<file path="config.mk">
export PLATFORM = sky130hd
export DESIGN_NAME = rf_write_arbiter
export DESIGN_NICKNAME = d
export VERILOG_FILES = /design/src/rtl/rf_write_arbiter.sv
export SDC_FILE = /design/constraint.sdc
export NUM_CORES = 1
export LEC_CHECK = 0
export ABC_AREA = 1
export CAP_MARGIN = 10
export CORE_MARGIN = 2
export CORE_UTILIZATION = 45
export CTS_BUF_LIST = sky130_fd_sc_hd__clkbuf_8
export CTS_CLUSTER_DIAMETER = 200
export DETAILED_ROUTE_END_ITERATION = 8
export GPL_ROUTABILITY_DRIVEN = 0
export HOLD_SLACK_MARGIN = 0.15
export PLACE_DENSITY_LB_ADDON = 0.15
export SYNTH_ARGS = -nofsm -noshare
export SYNTH_HDL_FRONTEND = slang
export SYNTH_SLANG_ARGS = --single-unit
export TNS_END_PERCENT = 30
</file>
<file path="constraint.sdc">
create_clock -name clk -period 2.84 [get_ports clk]
set_input_delay 0.71 -clock clk [delete_from_list [all_inputs] [get_ports clk]]
set_output_delay 0.71 -clock clk [all_outputs]
set_load 0.02 [all_outputs]
</file>
<file path="src/rtl/rf_write_arbiter.sv">
// rf_write_arbiter
//   Shares the single register-file write port between the in-order pipeline
//   writeback (W stage) and a long-latency (mul/div) unit. LL results wait in a
//   small FIFO. The pipeline normally wins. Once the FIFO head has waited
//   STARVE_LIMIT cycles, it takes the port and the W stage is stalled.
//   A pending-destination lookup lets decode stall on RAW hazards against
//   buffered LL results.
//
// Ports
//   clk, rst               clock, synchronous active-high reset
//   wb_en/wb_rd/wb_data    W-stage write request (rd==0 is not a request)
//   ll_valid/ll_rd/ll_data LL result offer; ll_ready accepts it (rd==0 is dropped)
//   stall_w                W stage must hold its contents this cycle
//   chk_rs1/chk_rs2        decode source queries -> pend_rs1/pend_rs2
//   rf_we/rf_waddr/rf_wdata/rf_src  registered RF write (src 0=pipe, 1=LL)
//   fifo_count             current FIFO occupancy
module rf_write_arbiter #(
  parameter int XLEN         = 32,
  parameter int DEPTH        = 4,
  parameter int STARVE_LIMIT = 8
) (
  input  logic                       clk,
  input  logic                       rst,
  input  logic                       wb_en,
  input  logic [4:0]                 wb_rd,
  input  logic [XLEN-1:0]            wb_data,
  input  logic                       ll_valid,
  input  logic [4:0]                 ll_rd,
  input  logic [XLEN-1:0]            ll_data,
  output logic                       ll_ready,
  output logic                       stall_w,
  input  logic [4:0]                 chk_rs1,
  input  logic [4:0]                 chk_rs2,
  output logic                       pend_rs1,
  output logic                       pend_rs2,
  output logic                       rf_we,
  output logic [4:0]                 rf_waddr,
  output logic [XLEN-1:0]            rf_wdata,
  output logic                       rf_src,
  output logic [$clog2(DEPTH):0]     fifo_count
);

  localparam int AW  = $clog2(DEPTH);
  localparam int CW  = AW + 1;
  localparam int AGW = $clog2(STARVE_LIMIT + 1);

  logic [4:0]      r_mem_rd   [DEPTH];
  logic [XLEN-1:0] r_mem_data [DEPTH];
  logic [AW-1:0]   r_rd_ptr;
  logic [AW-1:0]   r_wr_ptr;
  logic [CW-1:0]   r_count;
  logic [AGW-1:0]  r_age;

  logic            r_rf_we;
  logic [4:0]      r_rf_waddr;
  logic [XLEN-1:0] r_rf_wdata;
  logic            r_rf_src;

  logic w_pipe_req;
  logic w_ne;
  logic w_force;
  logic w_pop;
  logic w_grant_pipe;
  logic w_push;
  logic w_pend1;
  logic w_pend2;

  assign w_pipe_req   = wb_en && (wb_rd != 5'd0);
  assign w_ne         = (r_count != '0);
  assign w_force      = w_ne && (r_age >= AGW'(STARVE_LIMIT));
  assign w_pop        = w_force || (!w_pipe_req && w_ne);
  assign w_grant_pipe = w_pipe_req && !w_force;

  // Ready depends only on the registered count: a pop in the same cycle does
  // not open a slot until the next cycle.
  assign ll_ready = (r_count < CW'(DEPTH));
  assign w_push   = ll_valid && ll_ready && (ll_rd != 5'd0);
  assign stall_w  = w_force;

  // An entry is live when its distance from the read pointer (mod DEPTH) is
  // below the occupancy. The head being popped this cycle still reports as
  // pending; it lands in the RF one cycle later.
  always_comb begin
    w_pend1 = 1'b0;
    w_pend2 = 1'b0;
    for (int i = 0; i < DEPTH; i++) begin
      if ({1'b0, AW'(i) - r_rd_ptr} < r_count) begin
        if ((chk_rs1 != 5'd0) && (r_mem_rd[i] == chk_rs1)) w_pend1 = 1'b1;
        if ((chk_rs2 != 5'd0) && (r_mem_rd[i] == chk_rs2)) w_pend2 = 1'b1;
      end
    end
  end

  assign pend_rs1 = w_pend1;
  assign pend_rs2 = w_pend2;

  always_ff @(posedge clk) begin
    if (w_push) begin
      r_mem_rd[r_wr_ptr]   <= ll_rd;
      r_mem_data[r_wr_ptr] <= ll_data;
    end
  end

  always_ff @(posedge clk) begin
    if (rst) begin
      r_rd_ptr <= '0;
      r_wr_ptr <= '0;
      r_count  <= '0;
      r_age    <= '0;
    end else begin
      if (w_push) r_wr_ptr <= r_wr_ptr + AW'(1);
      if (w_pop)  r_rd_ptr <= r_rd_ptr + AW'(1);
      case ({w_push, w_pop})
        2'b10:   r_count <= r_count + CW'(1);
        2'b01:   r_count <= r_count - CW'(1);
        default: r_count <= r_count;
      endcase
      // Age tracks how long the current head has waited; a new head restarts.
      if (!w_ne || w_pop)                    r_age <= '0;
      else if (r_age < AGW'(STARVE_LIMIT))   r_age <= r_age + AGW'(1);
    end
  end

  always_ff @(posedge clk) begin
    if (rst) begin
      r_rf_we    <= 1'b0;
      r_rf_waddr <= '0;
      r_rf_wdata <= '0;
      r_rf_src   <= 1'b0;
    end else if (w_pop) begin
      r_rf_we    <= 1'b1;
      r_rf_waddr <= r_mem_rd[r_rd_ptr];
      r_rf_wdata <= r_mem_data[r_rd_ptr];
      r_rf_src   <= 1'b1;
    end else if (w_grant_pipe) begin
      r_rf_we    <= 1'b1;
      r_rf_waddr <= wb_rd;
      r_rf_wdata <= wb_data;
      r_rf_src   <= 1'b0;
    end else begin
      r_rf_we    <= 1'b0;
    end
  end

  assign rf_we      = r_rf_we;
  assign rf_waddr   = r_rf_waddr;
  assign rf_wdata   = r_rf_wdata;
  assign rf_src     = r_rf_src;
  assign fifo_count = r_count;

endmodule

</file>
==> impl_results.rst <==
.. list-table::
   :header-rows: 1

   * - Metric
     - Value
   * - Total via count in the routed design
     - 6,628
   * - Routed wire length
     - roughly 20,000 µm
   * - Die height
     - 145 µm
   * - Combinational cell fraction of total power
     - 38.8%
   * - Top Ports
     - roughly 130
   * - End of the worst register-to-register path
     - fifo_count[1]
   * - Critical path data required time
     - 2.13 ns
   * - Part of the total power dissipated in sequential elements
     - 41.4%
   * - Combined area of all synthesized cells
     - 0.00894 mm²
   * - Clock buffers created by TritonCTS
     - 17
   * - Vias per Instance
     - 4.76
   * - Worst Hold End
     - rf_wdata[4]
   * - Outcome
     - completed
   * - Post-placement cell area
     - 0.0107 mm²
   * - Switching power share of the total
     - 37.6%
   * - Max IR drop VDD
     - 0.382 mV
   * - Initial antenna violation count
     - 0
   * - Buffers on Ports
     - 133
   * - Overall die area
     - 0.0210 mm²
   * - Post-Synthesis Cells
     - 972
   * - Share of the synthesized area in the top cell type
     - 49.7%
   * - Number of nets produced by synthesis
     - roughly 1,100
   * - Internal power summed over all cells
     - 5.87 mW
   * - Number of hold buffers added after CTS
     - 0
   * - Clk_lat worst skew
     - 0.48 ns
   * - Share of the cycle needed by the critical path after routing
     - 97.6%
   * - H-tree level count
     - 4
   * - CTS tree
     - built
   * - Residual antenna-violating net count after detailed routing
     - 0
   * - # diodes
     - 0
   * - Headroom to the max-slew limit
     - 40.0%
   * - Filler cell count in the final layout
     - 1,699
   * - Row Count
     - 51
   * - Count of TritonRoute iterations in the first routing pass
     - 5
   * - Pwr/cell area
     - 838 mW/mm²
   * - Class of the most critical hold timing path
     - reg2reg
   * - Met1 capacity usage during global routing
     - between 20% and 30%
   * - Number of hold-slack violations in the final timing report
     - 0
   * - Critical-path maximum fanout
     - 3
   * - Reg-to-reg slack, setup
     - 0.75 ns
   * - Met3 global-route usage
     - 4.65%
   * - Setup TNS after final layout
     - 0 ns
   * - Achievable clock frequency
     - between 300 and 400 MHz
   * - Initial core utilization
     - a little under half
   * - Overall power consumption
     - about 9.4 mW
   * - Post-synthesis cell type with the largest combined area
     - edfxtp_1
   * - Number of pins exceeding their max-slew limit in the final report
     - 0
   * - Routed WL per cell
     - 14.7 µm
   * - Hold path cells
     - 2
   * - Synth Register Bits
     - 200
   * - Routing usage on met2
     - between 30% and 40%
   * - Measured slew at the worst slew-check pin
     - 0.900 ns
   * - Worst flop-to-flop path startpoint
     - fifo_count[2]
   * - Sequential fraction of the synthesis area
     - 61.3%
   * - Netlist cell types
     - 29
   * - GR Util All Layers
     - between 10% and 20%
   * - Min-Delay Startpoint
     - rf_wdata[4]
   * - Data arrival time of the critical path
     - about 2.1 ns
   * - Worst path setup slack after routing
     - between 0.06 and 0.07 ns
   * - Post-Place Setup Slack
     - -0.466 ns
   * - HPWL after detailed placement
     - 13,100 µm
   * - Crit. End Element
     - output pin
   * - Floorplan core area
     - 0.0195 mm²
   * - Switching Power
     - 3.53 mW
   * - Area growth from synthesis to layout
     - 25.4%
   * - Clock network fraction of total power
     - between 10% and 20%
   * - Reg2Reg Depth
     - 11
   * - Critical Path Start Type
     - flop
   * - Maximum number of pins on one net before global-route repair
     - 77
   * - # clock sinks
     - 200
   * - Post-route clock skew
     - between 0.015 and 0.02 ns
   * - Horiz. Die Dim
     - 145 µm
   * - Number of maximum-capacitance violations
     - 0
   * - Unrepaired setup endpoints after global routing
     - yes
   * - Global routing's busiest layer
     - met2
   * - Most common cell after layout, fill and taps aside
     - nand2_1
   * - Combined area of the multi-input logic cells
     - just under 0.003 mm²
   * - Number of DRC markers after the initial detailed-route iteration
     - 366
   * - Clock transition at the register clock pins on the worst setup and hold paths after CTS
     - roughly 0.11 ns
   * - Cell types with the largest area share after synthesis
     - edfxtp_1 50%, nand2_1 16%, dfxtp_1 12%, nand3_1 6.7%, inv_1 3.8%
   * - Root Buffer
     - clkbuf_8
   * - Cell leakage power
     - 4.78 nW
   * - NumNets Final
     - 1,214
   * - Vias in the first global route
     - 6,267
   * - Commonest cells after routing, fill and taps aside
     - 390 x nand2_1, 148 x edfxtp_1, 122 x clkdlybuf4s50_1
   * - Final non-filler cell area
     - approximately 0.011 mm²
   * - YS warnings
     - 0
   * - Critical path type
     - reg2out
   * - Total congestion overflow after global routing
     - 0
   * - DRC violation count after routing
     - 0
   * - Wire length of the first global-routing pass
     - 32,700 µm
   * - Flip-flop and latch area
     - 0.00549 mm²
   * - Clock Tree Buf Depth
     - 2
   * - Min Tclk post-route
     - 2.77 ns
   * - Synth Area per Inst
     - 9.20 µm²
   * - Endpoints failing setup
     - 0
   * - Share of layout cells above drive strength 1
     - between 8 and 9%
worst max-delay path, stage by stage, from the launching register on:
cell     delay (ns)
dfxtp_2        0.37
xor2_2         0.20
inv_1          0.10
ha_4           0.22
nand3_2        0.07
nand2_2        0.08
nor2_2         0.13
nand2_1        0.05
nand2_1        0.06
nor2_1         0.04
nor2_1         0.12
buf_4          0.16
worst max path at each step:
stage | start | to | cells past startpoint
after floorplan | ll_rd[3] | r_mem_data[0][0] | 4
after global placement | chk_rs1[2] | pend_rs1 | 10
after detailed placement | chk_rs1[2] | pend_rs1 | 10
after CTS | r_rd_ptr[1] | pend_rs2 | 11
after global routing | r_rd_ptr[1] | pend_rs2 | 11
final | r_rd_ptr[1] | pend_rs2 | 11
area by class of cell:
| cell class | count | area share [%] |
|---|---|---|
| inverter | 94 | 3.15 |
| timing repair buffer | 168 | 14.9 |
| sequential | 200 | 49.0 |
| clock inverter | 14 | 1.45 |
| tap | 265 | 2.96 |
| clock buffer | 18 | 2.21 |
| multi-input combinational | 633 | 26.4 |
synthesized netlist by cell type:
cell / number
nor2_1: 37
nand2_1: 392
a21oi_2: 1
edfxtp_1: 148
nand3b_1: 1
nand3_2: 2
buf_4: 4
dfxtp_1: 52
clkbuf_1: 17
xnor2_1: 17
xor2_1: 10
clkinv_1: 1
a21oi_1: 18
buf_1: 2
o21a_1: 1
nand4_1: 4
or2_2: 2
inv_2: 3
nor3_1: 2
o21ai_0: 12
buf_6: 3
nand3_1: 119
fa_1: 1
ha_1: 11
nor3_4: 1
nand2_4: 1
nor2_2: 1
inv_1: 90
buf_2: 19
layer usage:
metal / vias to the layer above / wire [µm]
li1: 3403 / -
met1: 3055 / 9430
met2: 156 / 9750
met3: 14 / 1050
met4: 0 / 166
met5: - / 0
registers in the layout, indices dropped and copies added (netlist names), named ones only:
signal and count:
rf_we 1, r_wr_ptr 2, rf_wdata 32, r_mem_rd 20, fifo_count 3, r_age 4, rf_waddr 5, rf_src 1
r_mem_data 128, r_rd_ptr 2
logic make-up after synthesis:
logic type | Yosys count | share of synthesized area [%]
xor gates and xnor gates | 27 | 2.64
AOI/OAI and AO/OA | 32 | 1.86
and+or+nand+nor | 562 | 25.9
buffers and inverters | 139 | 6.52
DFF | 200 | 61.3
adders and majority gates | 12 | 1.76
through the flow:
stage               cells  hold WS, ns  util, %
floorplan             972        0.430        -
global placement     1359        0.438     55.2
detailed placement   1359        0.438     55.2
CTS                  1391        0.458     57.3
global route         1392        0.477     57.6
finish               1392        0.455     57.6
what timing repair did:
| item | 4_1_cts | 5_1_grt |
|---|---|---|
| endpoints found under the setup margin | 2 | 2 |
| buffers inserted | 0 | 1 |
| pin swaps | 0 | 8 |
| resized for setup | 14 | 17 |
power by group through the flow:
stage | logic (mW) | registers [mW] | clock network (mW)
global placement | 3.57 | 3.94 | 0
detailed placement | 3.61 | 3.95 | 0
finish | 3.65 | 3.89 | 1.86
floorplan | 1.94 | 4.23 | 0
CTS | 3.63 | 3.89 | 1.89
global route | 4.06 | 3.94 | 2.01
Note: power is estimated with default switching activity, not from simulation.
